<file path="config.mk">
export PLATFORM = sky130hd
export DESIGN_NAME = node_window_feeder
export DESIGN_NICKNAME = d
export VERILOG_FILES = /design/src/rtl/ecg_nn_pkg.sv /design/src/rtl/valid_delay_line.sv /design/src/rtl/node_window_feeder.sv
export SDC_FILE = /design/constraint.sdc
export NUM_CORES = 1
export LEC_CHECK = 0
export CAP_MARGIN = 20
export CORE_ASPECT_RATIO = 0.9
export CORE_MARGIN = 3
export CORE_UTILIZATION = 40
export DETAILED_ROUTE_END_ITERATION = 10
export PLACE_DENSITY = 0.74
export SYNTH_ARGS = -nofsm -noshare
export SYNTH_HDL_FRONTEND = slang
export SYNTH_SLANG_ARGS = --single-unit
</file>
<file path="constraint.sdc">
create_clock -name clk -period 3.1 [get_ports clk]
set_clock_uncertainty 0.1 [all_clocks]
set_input_delay 0.31 -clock clk [delete_from_list [all_inputs] [get_ports clk]]
set_output_delay 0.31 -clock clk [all_outputs]
set_load 0.03 [all_outputs]
</file>
<file path="src/rtl/ecg_nn_pkg.sv">
// Shared types and default sizes for the ECG neural-network datapath.
package ecg_nn_pkg;

    localparam int ACT_W    = 8;
    localparam int N_IN     = 15;
    localparam int NODE_LAT = 3;

    typedef logic signed [ACT_W-1:0] act_t;

    typedef enum logic {
        FILL,
        RUN
    } feeder_state_t;

endpackage

</file>
<file path="src/rtl/valid_delay_line.sv">
// Fixed-depth shift register that tracks a valid pulse through the node pipeline.
module valid_delay_line #(
    parameter int DEPTH = ecg_nn_pkg::NODE_LAT
) (
    input  logic clk,
    input  logic reset,
    input  logic din,
    output logic dout
);

    logic [DEPTH-1:0] pipe;

    always_ff @(posedge clk) begin
        if (reset) begin
            pipe <= '0;
        end else begin
            pipe[0] <= din;
            for (int i = 1; i < DEPTH; i++) begin
                pipe[i] <= pipe[i-1];
            end
        end
    end

    assign dout = pipe[DEPTH-1];

endmodule

</file>
<file path="src/rtl/node_window_feeder.sv">
// Sliding-window producer for the node activation bus (N_IN >= 2 assumed).
// Define FEEDER_ZERO_PAD_EN to issue windows from the first sample with zero-filled missing taps.
module node_window_feeder
    import ecg_nn_pkg::*;
#(
    parameter int N_IN     = ecg_nn_pkg::N_IN,
    parameter int ACT_W    = ecg_nn_pkg::ACT_W,
    parameter int STRIDE   = 1,
    parameter int NODE_LAT = ecg_nn_pkg::NODE_LAT
) (
    input  logic                  clk,
    input  logic                  reset,
    input  logic                  s_valid,
    input  logic [ACT_W-1:0]      s_data,
    output logic                  s_ready,
    input  logic                  frame_st,
    output logic [N_IN*ACT_W-1:0] win_data,
    output logic                  win_valid,
    output logic                  res_valid,
    output logic [15:0]           win_cnt
);

`ifdef FEEDER_ZERO_PAD_EN
    localparam bit ZERO_PAD = 1'b1;
`else
    localparam bit ZERO_PAD = 1'b0;
`endif

    localparam feeder_state_t START_STATE = ZERO_PAD ? RUN : FILL;
    localparam int FW = $clog2(N_IN + 1);
    localparam int SW = $clog2(STRIDE + 1);
    localparam logic [FW-1:0] FILL_LAST   = FW'(N_IN - 1);
    localparam logic [SW-1:0] STRIDE_LAST = SW'(STRIDE - 1);
    localparam bit FRAME_ISSUES = ZERO_PAD && (STRIDE == 1);

    feeder_state_t state;
    logic [FW-1:0] fill_cnt;
    logic [SW-1:0] stride_cnt;
    logic          accept;
    logic          issue;

    assign accept = s_valid & s_ready;

    // A frame-start sample opens a fresh stride group; only zero-pad mode can complete one with it alone.
    always_comb begin
        issue = 1'b0;
        if (accept) begin
            if (frame_st) begin
                issue = FRAME_ISSUES;
            end else if (state == FILL) begin
                issue = (fill_cnt == FILL_LAST);
            end else begin
                issue = (stride_cnt == STRIDE_LAST);
            end
        end
    end

    always_ff @(posedge clk) begin
        if (reset) begin
            state      <= START_STATE;
            fill_cnt   <= '0;
            stride_cnt <= '0;
            win_data   <= '0;
            win_valid  <= 1'b0;
            win_cnt    <= '0;
            s_ready    <= 1'b0;
        end else begin
            s_ready   <= 1'b1;
            win_valid <= issue;
            if (accept) begin
                if (frame_st) begin
                    win_data   <= {s_data, {((N_IN-1)*ACT_W){1'b0}}};
                    state      <= START_STATE;
                    fill_cnt   <= FW'(1);
                    stride_cnt <= (FRAME_ISSUES || !ZERO_PAD) ? '0 : SW'(1);
                    win_cnt    <= FRAME_ISSUES ? 16'd1 : 16'd0;
                end else begin
                    win_data <= {s_data, win_data[N_IN*ACT_W-1:ACT_W]};
                    if (issue) begin
                        win_cnt <= win_cnt + 16'd1;
                    end
                    case (state)
                        FILL: begin
                            if (issue) begin
                                state      <= RUN;
                                stride_cnt <= '0;
                            end else begin
                                fill_cnt <= fill_cnt + 1'b1;
                            end
                        end
                        RUN: begin
                            stride_cnt <= issue ? '0 : stride_cnt + 1'b1;
                        end
                        default: state <= START_STATE;
                    endcase
                end
            end
        end
    end

    // In-flight results survive frame_st; only reset clears the pipeline.
    valid_delay_line #(
        .DEPTH(NODE_LAT)
    ) u_res_delay (
        .clk  (clk),
        .reset(reset),
        .din  (win_valid),
        .dout (res_valid)
    );

endmodule

</file>
==> impl_summary.md <==
Setup path
In this run the worst path has a maximum fanout of 7. STA puts the critical path data arrival time at between 2 and 2.5 ns. The startpoint of the most critical setup path is fill_cnt[0]. The capture point of the worst reg-to-reg path is win_cnt[9]. The worst register-to-register path has a setup slack of 1.03 ns. In this design, the stage delay of the slowest critical-path cell is 0.60 ns. The type of the setup path with the least slack is flip-flop to flip-flop.

The start of the worst register-to-register path is fill_cnt[0]. The element type at the critical path end is a flip-flop. The startpoint kind of the worst setup timing path is a flip-flop. The slowest stage of the critical path is the sky130_fd_sc_hd__a31oi_1 cell.

The logic depth of the worst register-to-register path is 6. STA puts the critical path data required time at 3.26 ns. Walking the worst path, the cells encountered are inv_1, ha_1, nand4b_4, a31oi_1, buf_4, a311oi_1.

STA
The hold violation count in the final report came to 0. Setup violations remaining at the end of the flow were counted as 0. In the finished design, the share of the clock period the worst path needs comes to 0.667. Setup repair after global routing left no endpoint under its margin. The clock period minus final worst setup slack is 2.07 ns. The max-slew violation total from the final report came to 0. The actual transition at the worst max-transition pin is between 0.8 and 0.9 ns.

Summed over all failing endpoints, the final setup total negative slack is 0 ns. Timing would allow up to roughly 480 MHz. In this run the tightest slew margin relative to its limit is 0.446. The worst-case hold slack is approximately 0.34 ns.

Clock network
The buffers inserted during post-CTS setup optimization is 0. The root buffer selected by CTS is sky130_fd_sc_hd__clkbuf_16. In this run the number of H-tree levels came out at 4. The number of hold buffers added after CTS was 0. In this run, post-CTS repair resized a total of 0 instances. TritonCTS built the clock tree. The total clock buffers created by CTS is 17. Clock tree synthesis found a total of 147 sinks. The longest clock path from root to sink contains 2 buffers. The source-to-sink clock delay at the later pin of the worst-skew pair is approximately 0.41 ns.

After clock tree synthesis, the clock-pin slew on the worst setup and hold paths is 0.06 ns.

Synthesis
After synthesis, the cell types taking the most area are sky130_fd_sc_hd__dfxtp_1, sky130_fd_sc_hd__and3_1, sky130_fd_sc_hd__a21oi_1. Synthesis instantiated 41 different standard cells from the library. Synthesis produced a netlist with a net count of approximately 700. The synthesized design contains between 100 and 150 register bits. The synthesized area is 5800 um^2.

The number of flops mapped to enable cells by yosys is 0. The Yosys warning count is 0. A synthesized cell averages 8.46 um^2. Of the post-synthesis cell area, the dominant cell type holds 0.507.

The biggest area contributor in the post-synthesis netlist is sky130_fd_sc_hd__dfxtp_1. The sequential cell area fraction in the yosys report is 0.507. In the synthesized netlist, the number of instances is a little under 700.

The most common flop cell mapped by yosys is sky130_fd_sc_hd__dfxtp_1. In the synthesized netlist the async set-or-reset flop fraction comes to 0.

Power
IR analysis of the VDD net gives a maximum drop of ~0.41 mV. The leakage power summed over all cells is 3.34 nW. The areal power density over the cells is 547 nW/um^2.

Routing
Using the TritonRoute via totals, the vias-per-cell ratio works out to about 5.2. The first detailed-routing pass ran for 4 iterations. After the first detailed-routing iteration, the DRC count stood at 373. For this run, design rule violations remaining after detail routing come to 0. Detailed routing inserted a total of 5246 vias. The total wire length is between 15000 and 20000 um.

Dividing the detail-routed wire length by the instance count gives 15.4 um. The count of antenna-violating nets left after detailed routing is 0.

Global routing
The total overflow reported by the global router is 0. Entering global routing, the biggest net connects 115 pins. The initial antenna violation count is 0. The via count of the first global-routing pass is 4869. The wire length of the first global-routing pass is 25400 um.

The combined global-route utilization of all metal layers is 0.193.

Final layout
The fraction of final layout cells with drive strength greater than 1 is 0.0724. Leaving out fill and tap cells, the most frequent cells in the layout are sky130_fd_sc_hd__clkdlybuf4s50_1, sky130_fd_sc_hd__dfxtp_1, sky130_fd_sc_hd__a21oi_1. The total inserted antenna cells is 0.

The number of nets in the layout is 817. The final design utilization is 0.572. The area growth from synthesis to layout is 39.0%. The number of fill cells in the layout is about 1.3k. Leaving out fill and tap cells, the most frequent cell in the layout is sky130_fd_sc_hd__clkdlybuf4s50_1.

Hold path
The worst hold-check path type is primary input to flip-flop. Counting instances, the worst hold path has a depth of 2. The sink of the worst hold path is win_data[3]. The startpoint of the most critical hold path is reset.

Die
The placeable core region is 14100 um^2. The overall die width is 133 um. The site row count is 41. The I/O pin total is 151. The floorplan step set the die height to 120 um. The die covers 16000 um^2. The initial utilization of the core area, before any placement, comes to 0.411.

Place
At the end of routability-driven placement, the weighted congestion stood at between 0.8 and 0.9. The detailed placement HPWL is 9230 um. During placement, the flow inserted port buffers numbering 150.

Run status
The flow ran to the end, and the final reports show no timing, DRC or antenna violations.

Run
Across the run, the number of max-cap violations was 0.
sequential cells by signal, summed over array words and instances (netlist names):
register / count
win_data: 120
win_cnt: 16
fill_cnt: 4
u_res_delay.pipe: 3
s_ready: 1
state: 1
stride_cnt: 1
win_valid: 1
kinds of logic after synthesis:
kind of cell	after synthesis	synth area share
fa+ha+maj	3	0.00647
compound gates	167	0.172
xor+xnor	1	0.00151
mux	1	0.00172
buf+inv	63	0.0463
flops	147	0.507
simple gates	304	0.265
worst max-delay path by stage:
stage,to,slack (ns)
floorplan,win_cnt[8],1.26
global placement,win_cnt[12],0.78
detailed placement,win_cnt[12],0.73
CTS,win_cnt[9],1.02
global route,win_cnt[9],0.84
finish,win_cnt[9],1.03
cell usage after synthesis, types with 2 or more instances:
| library cell | number |
|---|---|
| sky130_fd_sc_hd__nand3_1 | 12 |
| sky130_fd_sc_hd__inv_1 | 2 |
| sky130_fd_sc_hd__a211oi_1 | 3 |
| sky130_fd_sc_hd__buf_2 | 5 |
| sky130_fd_sc_hd__buf_6 | 2 |
| sky130_fd_sc_hd__nor2_1 | 122 |
| sky130_fd_sc_hd__clkbuf_1 | 52 |
| sky130_fd_sc_hd__a22oi_1 | 2 |
| sky130_fd_sc_hd__and3_1 | 116 |
| sky130_fd_sc_hd__nand2b_1 | 3 |
| sky130_fd_sc_hd__nor2b_1 | 3 |
| sky130_fd_sc_hd__and2_1 | 4 |
| sky130_fd_sc_hd__o21ai_1 | 2 |
| sky130_fd_sc_hd__a31oi_1 | 5 |
| sky130_fd_sc_hd__o21ai_0 | 3 |
| sky130_fd_sc_hd__ha_1 | 3 |
| sky130_fd_sc_hd__o21ai_2 | 3 |
| sky130_fd_sc_hd__a311oi_2 | 8 |
| sky130_fd_sc_hd__nand4_1 | 3 |
| sky130_fd_sc_hd__nand2_1 | 31 |
| sky130_fd_sc_hd__a21oi_1 | 129 |
| sky130_fd_sc_hd__and4_1 | 3 |
| sky130_fd_sc_hd__dfxtp_1 | 147 |
| sky130_fd_sc_hd__a41oi_1 | 4 |
| sky130_fd_sc_hd__nor3_1 | 2 |
| sky130_fd_sc_hd__o211ai_1 | 2 |
final cells by class:
cell class                 count  area (um^2)  area share
clock buffer                  19          453      0.0561
clock inverter                13          229      0.0284
timing repair buffer         157         1590       0.197
sequential                   147         2940       0.365
tap                          193          241      0.0299
multi-input combinational    476         2600       0.323
inverter                       3         11.3     0.00140
critical path: cells and delay by family (launching register included):
| kind | cells | cell delay, ns |
|---|---|---|
| AND/OR/NAND/NOR | 1 | 0.16 |
| AO/OA/AOI/OAI | 2 | 0.70 |
| buffers and inverters | 2 | 0.38 |
| adder cells (fa/ha/maj) | 1 | 0.25 |
| flip-flops | 1 | 0.33 |
per-layer routing:
| metal | vias to the layer above | track usage | part of all wire |
|---|---|---|---|
| li1 | 2626 | - | - |
| met1 | 2476 | 0.260 | 0.47 |
| met2 | 134 | 0.286 | 0.45 |
| met3 | 10 | 0.0778 | 0.074 |
| met4 | 0 | 0.0565 | 0.0078 |
| met5 | - | 0 | 0 |
power breakdown:
group | internal, W | switching, W | leakage [nW]
Sequential | 0.00190 | 0.00000675 | 1.19
Combinational | 0.0000430 | 0.000127 | 1.82
Clock | 0.00155 | 0.000786 | 0.333
per-stage QoR:
stage	area, um^2	power [W]	instances	setup WS, ns
floorplan	5800	0.00205	686	1.26
detailed placement	7390	0.00211	976	0.728
global route	8070	0.00457	1008	0.838
finish	8070	0.00441	1008	1.03
CTS	8070	0.00446	1008	1.02
global placement	7390	0.00212	976	0.783
(Power assumes the default switching activity.)
